--- src/rtl/fetch_classify.sv ---
// ----------------------------------------------------------------------------
// fetch_classify
//
// Front-end fetch-and-classify unit. Fetches one 32-bit instruction at a time
// from instruction memory, classifies its opcode into one-hot class strobes
// for control decode, and then computes the next fetch address from the
// next-PC select returned by control decode.
//
// Handshake: imem_req_o is a single-cycle request pulse carrying imem_addr_o.
// Memory answers later with imem_valid_i for one or more cycles. The word on
// imem_rdata_i is taken on the first WAIT-state edge with imem_valid_i high.
// A response during any other state is ignored. Downstream accepts the
// issued instruction on the first ISSUE edge with stall_i low. Until then
// every output holds.
//
// Ports
//   clk_i           clock, rising edge
//   rst_ni          asynchronous active-low reset
//   imem_req_o      fetch request pulse (FETCH state only)
//   imem_addr_o     fetch address, always equal to pc_o
//   imem_valid_i    memory response valid
//   imem_rdata_i    memory response data
//   stall_i         downstream holds the issued instruction
//   nextpc_sel_i    00 seq, 01 branch, 10 jal, 11 jalr
//   branch_taken_i  branch outcome
//   jalr_target_i   rs1+imm from the ALU
//   pc_o            PC of the current instruction
//   inst_o          latched instruction word
//   inst_valid_o    instruction and strobes valid (ISSUE state)
//   r_type_o .. lui_o  one-hot class strobes
//   fault_o         sticky fault (illegal opcode or misaligned target)
//   dbg_state_o     current FSM state, for observation only
// ----------------------------------------------------------------------------
module fetch_classify #(
    parameter logic [31:0] RESET_PC = 32'h0000_0000
) (
    input  logic        clk_i,
    input  logic        rst_ni,
    output logic        imem_req_o,
    output logic [31:0] imem_addr_o,
    input  logic        imem_valid_i,
    input  logic [31:0] imem_rdata_i,
    input  logic        stall_i,
    input  logic [1:0]  nextpc_sel_i,
    input  logic        branch_taken_i,
    input  logic [31:0] jalr_target_i,
    output logic [31:0] pc_o,
    output logic [31:0] inst_o,
    output logic        inst_valid_o,
    output logic        r_type_o,
    output logic        load_o,
    output logic        store_o,
    output logic        branch_o,
    output logic        i_type_o,
    output logic        jalr_o,
    output logic        jal_o,
    output logic        lui_o,
    output logic        fault_o,
    output logic [2:0]  dbg_state_o
);

    typedef enum logic [2:0] {
        S_IDLE  = 3'd0,
        S_FETCH = 3'd1,
        S_WAIT  = 3'd2,
        S_ISSUE = 3'd3,
        S_HALT  = 3'd4
    } state_t;

    // Class vector bit order: {r, load, store, branch, i, jalr, jal, lui}
    localparam logic [6:0] OP_R      = 7'b0110011;
    localparam logic [6:0] OP_LOAD   = 7'b0000011;
    localparam logic [6:0] OP_STORE  = 7'b0100011;
    localparam logic [6:0] OP_BRANCH = 7'b1100011;
    localparam logic [6:0] OP_I      = 7'b0010011;
    localparam logic [6:0] OP_JALR   = 7'b1100111;
    localparam logic [6:0] OP_JAL    = 7'b1101111;
    localparam logic [6:0] OP_LUI    = 7'b0110111;

    state_t      state_q, state_d;
    logic [31:0] pc_q, pc_d;
    logic [31:0] inst_q, inst_d;
    logic [7:0]  class_q, class_d;
    logic        fault_q, fault_d;

    logic [7:0]  dec_class;
    logic [31:0] b_imm;
    logic [31:0] j_imm;
    logic [31:0] next_pc;
    logic        issuing;

    // Opcode decode of the incoming memory word. Every legal opcode ends in
    // 2'b11, so a word with inst[1:0] != 11 decodes to all zeros (illegal).
    always_comb begin
        dec_class = 8'b0;
        case (imem_rdata_i[6:0])
            OP_R:      dec_class = 8'b1000_0000;
            OP_LOAD:   dec_class = 8'b0100_0000;
            OP_STORE:  dec_class = 8'b0010_0000;
            OP_BRANCH: dec_class = 8'b0001_0000;
            OP_I:      dec_class = 8'b0000_1000;
            OP_JALR:   dec_class = 8'b0000_0100;
            OP_JAL:    dec_class = 8'b0000_0010;
            OP_LUI:    dec_class = 8'b0000_0001;
            default:   dec_class = 8'b0;
        endcase
    end

    // Immediates come from the latched word, so they are stable in ISSUE.
    assign b_imm = {{19{inst_q[31]}}, inst_q[31], inst_q[7], inst_q[30:25],
                    inst_q[11:8], 1'b0};
    assign j_imm = {{11{inst_q[31]}}, inst_q[31], inst_q[19:12], inst_q[20],
                    inst_q[30:21], 1'b0};

    // The select is obeyed as given, whatever the instruction class is.
    always_comb begin
        next_pc = pc_q + 32'd4;
        case (nextpc_sel_i)
            2'b00:   next_pc = pc_q + 32'd4;
            2'b01:   next_pc = branch_taken_i ? (pc_q + b_imm) : (pc_q + 32'd4);
            2'b10:   next_pc = pc_q + j_imm;
            2'b11:   next_pc = jalr_target_i & 32'hFFFF_FFFE;
            default: next_pc = pc_q + 32'd4;
        endcase
    end

    // Next-state logic
    always_comb begin
        state_d = state_q;
        pc_d    = pc_q;
        inst_d  = inst_q;
        class_d = class_q;
        fault_d = fault_q;

        case (state_q)
            S_IDLE: begin
                state_d = S_FETCH;
            end

            S_FETCH: begin
                state_d = S_WAIT;
            end

            S_WAIT: begin
                if (imem_valid_i) begin
                    inst_d  = imem_rdata_i;
                    class_d = dec_class;
                    if (dec_class != 8'b0) begin
                        state_d = S_ISSUE;
                    end else begin
                        state_d = S_HALT;
                        fault_d = 1'b1;
                    end
                end
            end

            S_ISSUE: begin
                if (!stall_i) begin
                    // A target with bit1 set can never be fetched: halt and
                    // keep the PC of the instruction that produced it.
                    if (next_pc[1]) begin
                        state_d = S_HALT;
                        fault_d = 1'b1;
                    end else begin
                        pc_d    = next_pc;
                        state_d = S_FETCH;
                    end
                end
            end

            S_HALT: begin
                state_d = S_HALT;
            end

            default: begin
                state_d = S_IDLE;
            end
        endcase
    end

    always_ff @(posedge clk_i or negedge rst_ni) begin
        if (!rst_ni) begin
            state_q <= S_IDLE;
            pc_q    <= RESET_PC;
            inst_q  <= 32'h0;
            class_q <= 8'h0;
            fault_q <= 1'b0;
        end else begin
            state_q <= state_d;
            pc_q    <= pc_d;
            inst_q  <= inst_d;
            class_q <= class_d;
            fault_q <= fault_d;
        end
    end

    // Strobes are held in class_q but only shown while issuing.
    assign issuing      = (state_q == S_ISSUE);
    assign imem_req_o   = (state_q == S_FETCH);
    assign imem_addr_o  = pc_q;
    assign pc_o         = pc_q;
    assign inst_o       = inst_q;
    assign inst_valid_o = issuing;
    assign r_type_o     = issuing & class_q[7];
    assign load_o       = issuing & class_q[6];
    assign store_o      = issuing & class_q[5];
    assign branch_o     = issuing & class_q[4];
    assign i_type_o     = issuing & class_q[3];
    assign jalr_o       = issuing & class_q[2];
    assign jal_o        = issuing & class_q[1];
    assign lui_o        = issuing & class_q[0];
    assign fault_o      = fault_q;
    assign dbg_state_o  = state_q;

endmodule

--- config.mk ---
export PLATFORM = sky130hd
export DESIGN_NAME = fetch_classify
export DESIGN_NICKNAME = d
export VERILOG_FILES = /design/src/rtl/fetch_classify.sv
export SDC_FILE = /design/constraint.sdc
export NUM_CORES = 1
export LEC_CHECK = 0
export CAP_MARGIN = 5
export CORE_MARGIN = 10
export CORE_UTILIZATION = 45
export CTS_BUF_LIST = sky130_fd_sc_hd__clkbuf_8
export CTS_CLUSTER_SIZE = 24
export DETAILED_ROUTE_END_ITERATION = 6
export GPL_TIMING_DRIVEN = 0
export PLACE_DENSITY_LB_ADDON = 0.08
export RECOVER_POWER = 50
export SETUP_SLACK_MARGIN = 0.02
export SYNTH_ARGS = -nofsm -noshare
export SYNTH_HDL_FRONTEND = slang
export SYNTH_SLANG_ARGS = --single-unit
export TNS_END_PERCENT = 50
--- constraint.sdc ---
create_clock -name clk_i -period 9.36 [get_ports clk_i]
set_clock_uncertainty 0.2 [all_clocks]
set_input_delay 1.404 -clock clk_i [delete_from_list [all_inputs] [get_ports clk_i]]
set_output_delay 1.404 -clock clk_i [all_outputs]
set_load 0.01 [all_outputs]
# Word level (Yosys, flattened, before mapping)
# Cells that the tools add are included.
[classes]
addsub = 3
mul = 0
div = 0
n_lt_le_gt_ge = 0
n_eq_ne = 19
shift = 0
mux = 13
bitwise = 10
n_reduce_logical = 8
[ops]
columns = ["op", "n"]
rows = [
  ["32-bit case mux with 4 select lines", 1],
  ["32-bit adder", 2],
  ["8-bit case mux with 8 select lines", 1],
  ["32-bit by 3-bit adder with 32-bit output (second input constant)", 1],
  ["32-bit 2-to-1 mux", 1],
  ["7-bit by 6-bit == test with 1-bit output (second input constant)", 3],
  ["7-bit == test (second input constant)", 3],
  ["3-bit case mux with 5 select lines", 1],
  ["3-bit 2-to-1 mux", 4],
  ["1-bit bitwise AND", 8],
  ["2-bit != test (second input constant)", 4],
  ["8-bit nonzero test", 1],
  ["7-bit by 2-bit == test with 1-bit output (second input constant)", 1],
  ["7-bit by 5-bit == test with 1-bit output (second input constant)", 1],
  ["3-bit by 2-bit == test with 1-bit output (second input constant)", 2],
  ["5-bit AND reduction", 1],
  ["2-bit == test (second input constant)", 2],
  ["1-bit 2-to-1 mux", 4],
  ["2-bit AND reduction", 2],
  ["3-bit by 1-bit == test with 1-bit output (second input constant)", 1],
  ["3-bit == test (second input constant)", 1],
  ["3-bit zero test", 1],
  ["3-bit AND reduction", 1],
  ["2-bit by 1-bit == test with 1-bit output (second input constant)", 1],
  ["4 further kinds", 5],
]
[totals]
reg_bits = 75
latchBits = 0
ram_bits = 0
romBits = 0
input_bits = 71
out_inout_bits = 110
elab_cells = 58
mem_count = 0

# Depth between registers and ports, before layout
# Gate-level depths: netlist of run 1.
[depth]
ltp_word = 6
depth_mapped = 12
mapped_depth_nobuf = 11

# Worst setup path before layout of run 1
# Ideal clock, no wire load.
[synth_timing]
path_kind = "input to register"
startpoint = "input nextpc_sel_i[0]"
endpoint = "register pc_q[30], in the netlist imem_addr_o[30]"
setup_time_ns = 0.148
arrival_time_ns = 3.256
required_ns = 9.012
setup_slack_ns = 5.756
cell_stages = 11
path_buffers = 2
path_cell_list = "clkbuf_1 > nor2b_1 > clkbuf_1 > nand2_1 > o21ai_0 > nor3_1 > nand2_1 > a211oi_1 > o21ai_0 > a221oi_1 > a311oi_2"
[synth_between]
elab_chain_len = 4
elab_cells_between_ends = 7
classes_between = "3 x eq/ne; 1 x mux; 1 x bitwise; 2 x reduce/logical"
[synth_rtl]
columns = ["item", "line_no", "rtl"]
rows = [
  ["start, declared", "44", "input logic [1:0] nextpc_sel_i,"],
  ["2-bit == test, or another cell as far along", "118", "case (nextpc_sel_i)"],
  ["32-bit case mux with 4 select lines (*)", "118", ""],
  ["1-bit NOT (no line)", "n/a", ""],
  ["3-bit AND reduction (no line)", "n/a", ""],
  ["end signal, assigned", "190", "pc_q <= pc_d;"],
  ["end, declared", "81", "logic [31:0] pc_q, pc_d;"],
]
# Every way passes the cells marked *; elsewhere a longest branch is shown, timed or not.
# A chain may end at the register's enable or synchronous reset.

==> results of run 1 <==
[final cells by class]
type / count / area (sq um) / share of cell area
inverters: 12 / 45.0 / 0.00467
multi-input cells: 808 / 5070 / 0.527
well taps: 216 / 270 / 0.0280
repair buffers: 174 / 1730 / 0.179
plain buffers: 92 / 490 / 0.0509
clock inverters: 5 / 38.8 / 0.00402
clock buffers: 10 / 138 / 0.0143
flip-flops and latches: 74 / 1850 / 0.192
[cells by family (layout without fill, tap and decap cells)]
family                   Yosys count  count (layout)  share of synthesized area
flip-flops                        74              74                      0.249
multiplexers                      23              23                     0.0369
adder cells (fa/ha/maj)           44              44                     0.0759
XOR/XNOR                          59              59                     0.0694
AND/OR/NAND/NOR                  385             385                      0.238
other                              1               4                   0.000503
AO/OA/AOI/OAI                    293             293                      0.259
buffers and inverters            104             293                     0.0719
[cells in the mapped netlist (4+ instances only)]
master    count  area, sq um
nand2_1     179          672
a21oi_1      85          425
dfrtp_1      74         1850
nor2_1       69          259
o21ai_0      67          335
clkbuf_1     46          173
ha_1         42          526
buf_4        35          263
xnor2_1      32          280
nand3_1      29          145
xor2_1       27          236
and3_1       26          163
a21o_1       18          135
nand4_1      15         93.8
mux2i_1      14          140
nor3_1       14         70.1
a211oi_1     13         97.6
a31oi_1      13         81.3
nor2b_1      12         75.1
inv_1        11         41.3
o21a_1       10         75.1
a221oi_1      8         70.1
nand2b_1      8         50.1
and2_1        7         43.8
o221ai_1      7         61.3
o22ai_1       7         43.8
mux2_2        6         67.6
buf_1         5         18.8
buf_2         5         25.0
o211ai_1      5         37.5
o21bai_1      5         37.5
o41ai_1       5         43.8
a221o_1       4         40.0
nor3b_1       4         30.0
nor4_1        4         25.0
o22a_1        4         35.0
o31ai_1       4         30.0
[worst paths after layout]
kind | slack, ns | depth (start not counted) | startpoint | endpoint
max | 4.49 | 2 | rst_ni | imem_addr_o[17]
min | 0.27 | 2 | inst_o[6] | inst_o[6]
max reg2reg | 5.22 | 10 | inst_o[31] | imem_addr_o[27]
min reg2reg | 0.27 | 2 | inst_o[6] | inst_o[6]
max in group clk_i | 4.69 | 9 | nextpc_sel_i[1] | imem_addr_o[2]
min in group asynchronous | 1.33 | 1 | rst_ni | class_q[6]
[metrics by stage]
stage               area, sq um  setup slack (ns)   util
floorplan                  7460              5.76      -
global placement           9460              3.78  0.589
detailed placement         9490              4.36  0.591
CTS                        9670              4.75  0.602
global route               9640              3.86  0.600
finish                     9640              4.49  0.600
[layer usage]
layer | GRT usage | vias up
met5 | 0 | -
met4 | 0.0783 | 0
met3 | 0.0604 | 50
met2 | 0.417 | 411
met1 | 0.332 | 3949
li1 | - | 3918
[report_power, final]
part / total [mW] / internal [mW] / switching [mW]
Clock: 0.244 / 0.104 / 0.141
Sequential: 0.692 / 0.451 / 0.242
Combinational: 2.70 / 1.21 / 1.49
Total: 3.63 / 1.76 / 1.87
[state kept, by name, indices dropped and copies added, names as in the netlist]
name         cells
imem_addr_o     30
dbg_state_o      3
fault_o          1
inst_o          32
class_q          8
[cell usage in the layout, fill, tap and decap left out, drive strengths merged, types with 10 or more instances in the layout]
master	Yosys	final
dfrtp	74	74
and3	26	26
o21ai	70	70
a211oi	13	13
nor3	14	14
dlygate4sd3	0	31
a21o	18	18
inv	11	12
clkdlybuf4s50	0	141
a21oi	85	85
nor2b	12	12
nand3	30	30
clkbuf	46	58
a31oi	14	14
xor2	27	27
nand4	15	15
nor2	69	69
o21a	10	10
xnor2	32	32
buf	46	46
ha	42	42
mux2i	14	14
nand2	179	179
==> impl_metrics.ini, run 1 <==
[synth]
synth_area_per_cell_sq_um = 7.58
synth_edf_count = 0
synthDistinctLibCells = 77
ys_seq_area_frac = 0.249
ys_warn_count = 0
synth-seq-cells = 74
syn_inst = 983
ys.flop_type = dfrtp_1
async_flop_share = 1.00
syn_area_sq_um = 7450

[pwr]
total_power_mw = 3.63
ir_drop_mv = 0.177
pwr_density_cell_nw_per_um2 = 377
power.leakage_nw = 4.12

[routing]
met1_length_um = 12300
topRoutingLayerUsed = met4
dr_total_vias = 8328
drc = 1
dr_wl_met3_um = 2720
ant_nets = 0
via_per_inst = 5.99
met2_length_um = 13600
drt-total-wl_um = 29200
routedWlPerCell_um = 21.0
first_pass_iters = 7
first_iter_violations = 756

[run]
cap_violations = 2

[critical_path]
crit_arrival_ns = 4.64
end_kind = async pin
crit_chain = clkbuf_1 -> clkbuf_1
critPathKind = input pin to async pin
path_delay_family = buffers and inverters
crit_fanout = 39
crit_path_frequent_cell = clkbuf_1
path_buf_inv = 2
critPathSlowestCell = clkbuf_1
cpPeakStageDelay_ns = 1.86
required_ns = 9.12
startpoint_type = input pin

[status]
status = finished, violations left
failed_checks = design-rule violations, max-capacitance violations, max-slew violations

[global_routing]
grt_pass1_vias = 8088
grt_pass1_wl_um = 45500
grt.total_usage = 0.258
grt_max_degree = 40
antenna_found_initial = 0
overflow = 0

[floorplanning]
dieArea_sq_um = 22100
die_w_um = 149
top_level_ports = 181
fp-row-count = 46
fp.coreArea_sq_um = 16100
initial_utilization = 0.464
die_h_um = 149

[sta]
post-route-period-util = 0.521
setup-tns-final_ns = 0
slew-limit-headroom = -0.663
worst_pin_slew_ns = 2.49
finalHoldWorstSlack_ns = 0.273
hold_violations = 0
maxSlewViolCount = 77
finalSetupViolations = 0
min_period_ns = 4.87
fmax_mhz = 205
rsz0062_at_grt = no

[cells_and_area]
drive_gt1_frac = 0.0647
fillCellCount = 1557
syn_to_final_growth_pct = 29.4
fin_nets = 1286
fin_cells = 1391
antenna_cells = 0

[cts]
insertion_delay_ns = 0.38
clk_path_buf_depth = 2
post_cts_buffers = 0
numCtsBuffers = 9
cts_tree = built
clock_sinks = 74
cts_resized = 0
root_buffer = clkbuf_8
htreeDepth = 3
clkSlewWorstSetupHoldPaths_ns = 0.08
postCtsHoldBufs = 0

[placement]
io_buffers = 173
dpl.cell_count = 1376
hpwl_um = 22300
gp_congestion = 0.952

[worst_hold_path]
hold_path.class = flip-flop to flip-flop
No activity file was read; power rests on OpenSTA's default activity.
==> inputs of run 2 (changes only) <==
clock period = 4.2 ns   (was 9.36 ns; I/O delays follow)
==> impl_metrics.ini, run 2 (synthesized netlist as in run 1, its figures left out) <==
[cells_and_area]
antenna_cells = 0
fillCellCount = 1552
stdcell_area_sq_um = 9650
largest_reg_flops = 32
fin_cells = 1391
drive_gt1_frac = 0.0681
layout_common_cells = nand2_1, clkdlybuf4s50_1, a21oi_1
final_common_cell = nand2_1
fin_nets = 1286
syn_to_final_growth_pct = 29.6

[floorplanning]
top_level_ports = 181
fp.coreArea_sq_um = 16100
fp-row-count = 46
die_h_um = 149
die_w_um = 149
dieArea_sq_um = 22100
initial_utilization = 0.464

[critical_path]
reg2regPathDepth = 11
crit_path_frequent_cell = a211oi_1
path_buf_inv = 0
cpPeakStageDelay_ns = 0.47
crit_arrival_ns = 3.94
startpoint_type = flip-flop
critPathKind = flip-flop to flip-flop
crit_fanout = 7
critical_path_depth = 11
path_delay_family = compound AO/OA/AOI/OAI gates
crit_chain = ha_1 -> fa_1 -> a211oi_1 -> o21ai_0 -> a22oi_2 -> o221ai_1 -> a21oi_1 -> o41ai_1 -> xor2_1 -> a211oi_1 -> a311oi_1
end_kind = flip-flop
required_ns = 4.29
critPathSlowestCell = dfrtp_1

[sta]
post-route-period-util = 0.918
fmax_mhz = 259
min_period_ns = 3.86
finalSetupViolations = 0
maxSlewViolCount = 37
rsz0062_at_grt = no
slew-limit-headroom = -0.279
worst_pin_slew_ns = 1.92
hold_violations = 0

[global_routing]
grt_max_degree = 40
antenna_found_initial = 0
grt.total_usage = 0.258
grt_pass1_wl_um = 45500
overflow = 0
grt_pass1_vias = 8088

[pwr]
total_power_mw = 8.08
pwr_density_cell_nw_per_um2 = 837
ir_drop_mv = 0.383
power.leakage_nw = 4.15

[placement]
placed_area_sq_um = 9490
io_buffers = 173
gp_congestion = 0.952
hpwl_um = 22300
dpl.cell_count = 1376

[routing]
via_per_inst = 5.95
ant_nets = 0
first_iter_violations = 798
dr_total_vias = 8271
first_pass_iters = 5
routedWlPerCell_um = 20.9
drt-total-wl_um = 29100
drc = 0

[cts]
clock_sinks = 74
numCtsBuffers = 9
clk_path_buf_depth = 2
insertion_delay_ns = 0.38
cts_tree = built
htreeDepth = 3
postCtsHoldBufs = 0
clkSlewWorstSetupHoldPaths_ns = 0.09
root_buffer = clkbuf_8

[status]
failed_checks = max-capacitance violations, max-slew violations
status = finished, violations left

[worst_hold_path]
hold_path.class = flip-flop to flip-flop
holdPathStages = 2

[run]
cap_violations = 1
[run 2: worst min-delay path: cells and delay by family (launching register included)]
kind / cells / cell delay [ns]
simple gates: 2 / 0.10
flops: 1 / 0.34
[run 2: path summary, 6_finish.rpt]
kind	slack [ns]	from	to
worst min-delay path	0.27	inst_o[6]	inst_o[6]
worst max register to register	0.34	imem_addr_o[2]	imem_addr_o[28]
worst max-delay path	0.34	imem_addr_o[2]	imem_addr_o[28]
min in group asynchronous	0.56	rst_ni	class_q[6]
max in group asynchronous	1.18	rst_ni	inst_o[31]
worst min register to register	0.27	inst_o[6]	inst_o[6]
[run 2: what timing repair did]
action	CTS	global route
endpoints found under the setup margin	0	5
gates resized for setup	0	3
setup buffers	0	0
[run 2: layer usage]
layer  GRT usage  vias to the layer above  wire length, um
met3      0.0604                       48             2710
met1       0.332                     3913            12300
met2       0.416                      389            13500
met4      0.0808                        0              589
met5           0                        -                0
li1            -                     3921                -
[run 2: area by class of cell]
cell class              count  area (sq um)  area share
inverters                  12          45.0     0.00467
plain buffers              92           490      0.0508
repair buffers            174          1730       0.179
clock inverters             5          38.8     0.00402
well taps                 216           270      0.0280
clock buffers              10           138      0.0143
multi-input cells         808          5090       0.527
flip-flops and latches     74          1850       0.192
[run 2: stage by stage]
step	TNS (ns)	util	hold slack [ns]	setup slack, ns
finish	0	0.601	0.273	0.342
global route	0	0.601	0.302	0.0979
CTS	0	0.602	0.0107	0.0871
detailed placement	-0.0271	0.591	0.257	-0.0271
global placement	-44.08	0.589	0.243	-0.602
floorplan	0	-	0.134	0.971
[run 2: report_power, final]
group / leakage, nW / switching [mW] / total [mW] / internal, mW
clock: 0.0887 / 0.320 / 0.551 / 0.231
combinational: 3.15 / 3.33 / 5.99 / 2.66
sequential: 0.911 / 0.534 / 1.54 / 1.01
total: 4.15 / 4.19 / 8.08 / 3.89
==> inputs of run 3 (changes only) <==
SLEW_MARGIN = 40   (was default)
==> impl_metrics.ini, run 3 (synthesized netlist as in run 1, its figures left out) <==
[cells_and_area]
antenna_cells = 0
fin_nets = 1287
fin_cells = 1393
largest_reg_flops = 32
layout_common_cells = nand2_1, clkdlybuf4s50_1, a21oi_1
drive_gt1_frac = 0.0714
stdcell_area_sq_um = 9730
final_common_cell = nand2_1
syn_to_final_growth_pct = 30.6
utilization = 0.606

[critical_path]
critical_path_depth = 9
reg2regPathDepth = 9
required_ns = 4.27
path_delay_family = compound AO/OA/AOI/OAI gates
endpoint = imem_addr_o[29]
critPathSlowestCell = dfrtp_2
crit_fanout = 22
end_kind = flip-flop
cpPeakStageDelay_ns = 0.74
crit_start = inst_o[31]
crit_chain = ha_1 -> clkbuf_1 -> a21oi_1 -> o21ai_0 -> a2111oi_0 -> o21ai_0 -> or4b_1 -> a31oi_1 -> a21oi_1
startpoint_type = flip-flop
critPathKind = flip-flop to flip-flop
crit_arrival_ns = 3.90
path_buf_inv = 1
rr_endpoint = imem_addr_o[29]
ff2ff_setup_slack_ns = 0.37
worstReg2RegStart = inst_o[31]

[pwr]
ir_drop_mv = 0.397
swShare = 0.512
power_frac_seq = 0.188
pwr_density_cell_nw_per_um2 = 845
netSwitchingPower_mw = 4.21
power.leakage_nw = 4.18
p_clk_frac = 0.083
p_int_mw = 4.01
pwr-share-comb = 0.729

[routing]
routedWlPerCell_um = 20.9
ant_nets = 0
first_pass_iters = 7
drc = 0
via_per_inst = 5.92
drt-total-wl_um = 29200
dr_total_vias = 8248
first_iter_violations = 725

[cts]
root_buffer = clkbuf_8
cts_tree = built
htreeDepth = 3
post_cts_buffers = 0
clk_path_buf_depth = 2
insertion_delay_ns = 0.39
clock_sinks = 74
numCtsBuffers = 9
clkSlewWorstSetupHoldPaths_ns = 0.09

[sta]
finalSetupViolations = 0
hold_violations = 0
worst_pin_slew_ns = 1.92
slew-limit-headroom = -0.279
post-route-period-util = 0.912
rsz0062_at_grt = no
maxSlewViolCount = 37
fmax_mhz = 261
min_period_ns = 3.83

[placement]
dpl.cell_count = 1376
gp_congestion = 0.952
hpwl_um = 22300
io_buffers = 173
placed_area_sq_um = 9510

[floorplanning]
fp-row-count = 46
die_w_um = 149
top_level_ports = 181
fp.coreArea_sq_um = 16100
initial_utilization = 0.464
die_h_um = 149
dieArea_sq_um = 22100

[worst_hold_path]
holdPathStages = 2
hold_path.class = flip-flop to flip-flop

[global_routing]
grt_max_degree = 40
grt.total_usage = 0.259
grt_pass1_vias = 8047
grt_pass1_wl_um = 45500
overflow = 0
antenna_found_initial = 0

[status]
status = finished, violations left
failed_checks = max-capacitance violations, max-slew violations

[run]
cap_violations = 1
[run 3: worst min path at each step]
stage | slack, ns | to | start
floorplan | 0.13 | class_q[0] | rst_ni
global placement | 0.24 | fault_o | fault_o
detailed placement | 0.26 | class_q[6] | class_q[6]
CTS | 0.28 | class_q[6] | class_q[6]
global route | 0.30 | fault_o | fault_o
finish | 0.27 | inst_o[6] | inst_o[6]
[run 3: tightest hold or removal path, cell delays in order (launching register included)]
cell and delay [ns]:
dfrtp_1 0.35, nand2_1 0.05, nand2_1 0.05
[run 3: final cells by class]
class | instances | area (sq um)
Fill cell | 1557 | 6330
Multi-Input combinational cell | 808 | 5100
Sequential cell | 74 | 1850
Timing Repair Buffer | 175 | 1740
Buffer | 92 | 490
Tap cell | 216 | 270
Clock buffer | 9 | 124
Clock inverter | 7 | 106
Inverter | 12 | 45.0
[run 3: stage by stage]
stage | total power, mW | worst slack [ns] | hold WS (ns) | TNS [ns]
2_1_floorplan | 5.36 | 0.971 | 0.134 | 0
3_3_place_gp | 7.50 | -0.602 | 0.243 | -44.08
3_5_place_dp | 7.54 | 0.272 | 0.257 | 0
4_1_cts | 8.26 | 0.259 | 0.281 | 0
5_1_grt | 8.90 | 0.106 | 0.304 | 0
6_report | 8.22 | 0.369 | 0.274 | 0
[run 3: power groups by stage]
stage                     registers [mW]  clock network (mW)  logic [mW]
after floorplan                     1.51                   0        3.85
final                               1.54               0.684        5.99
after CTS                           1.54               0.692        6.03
after detailed placement            1.56                   0        5.98
after global routing                1.60               0.724        6.58
after global placement              1.55                   0        5.95
[run 3: layer usage]
metal / up-vias / wire, um / GRT usage
met4: 0 / 613 / 0.0704
met5: - / 0 / 0
li1: 3914 / - / -
met1: 3876 / 12300 / 0.335
met2: 405 / 13500 / 0.418
met3: 53 / 2750 / 0.0677
[run 3: repair_timing]
item,4_1_cts,5_1_grt
resized for setup,0,1
hold buffers,1,0
endpoints found under the setup margin,0,1
hold endpoints to repair,35,0
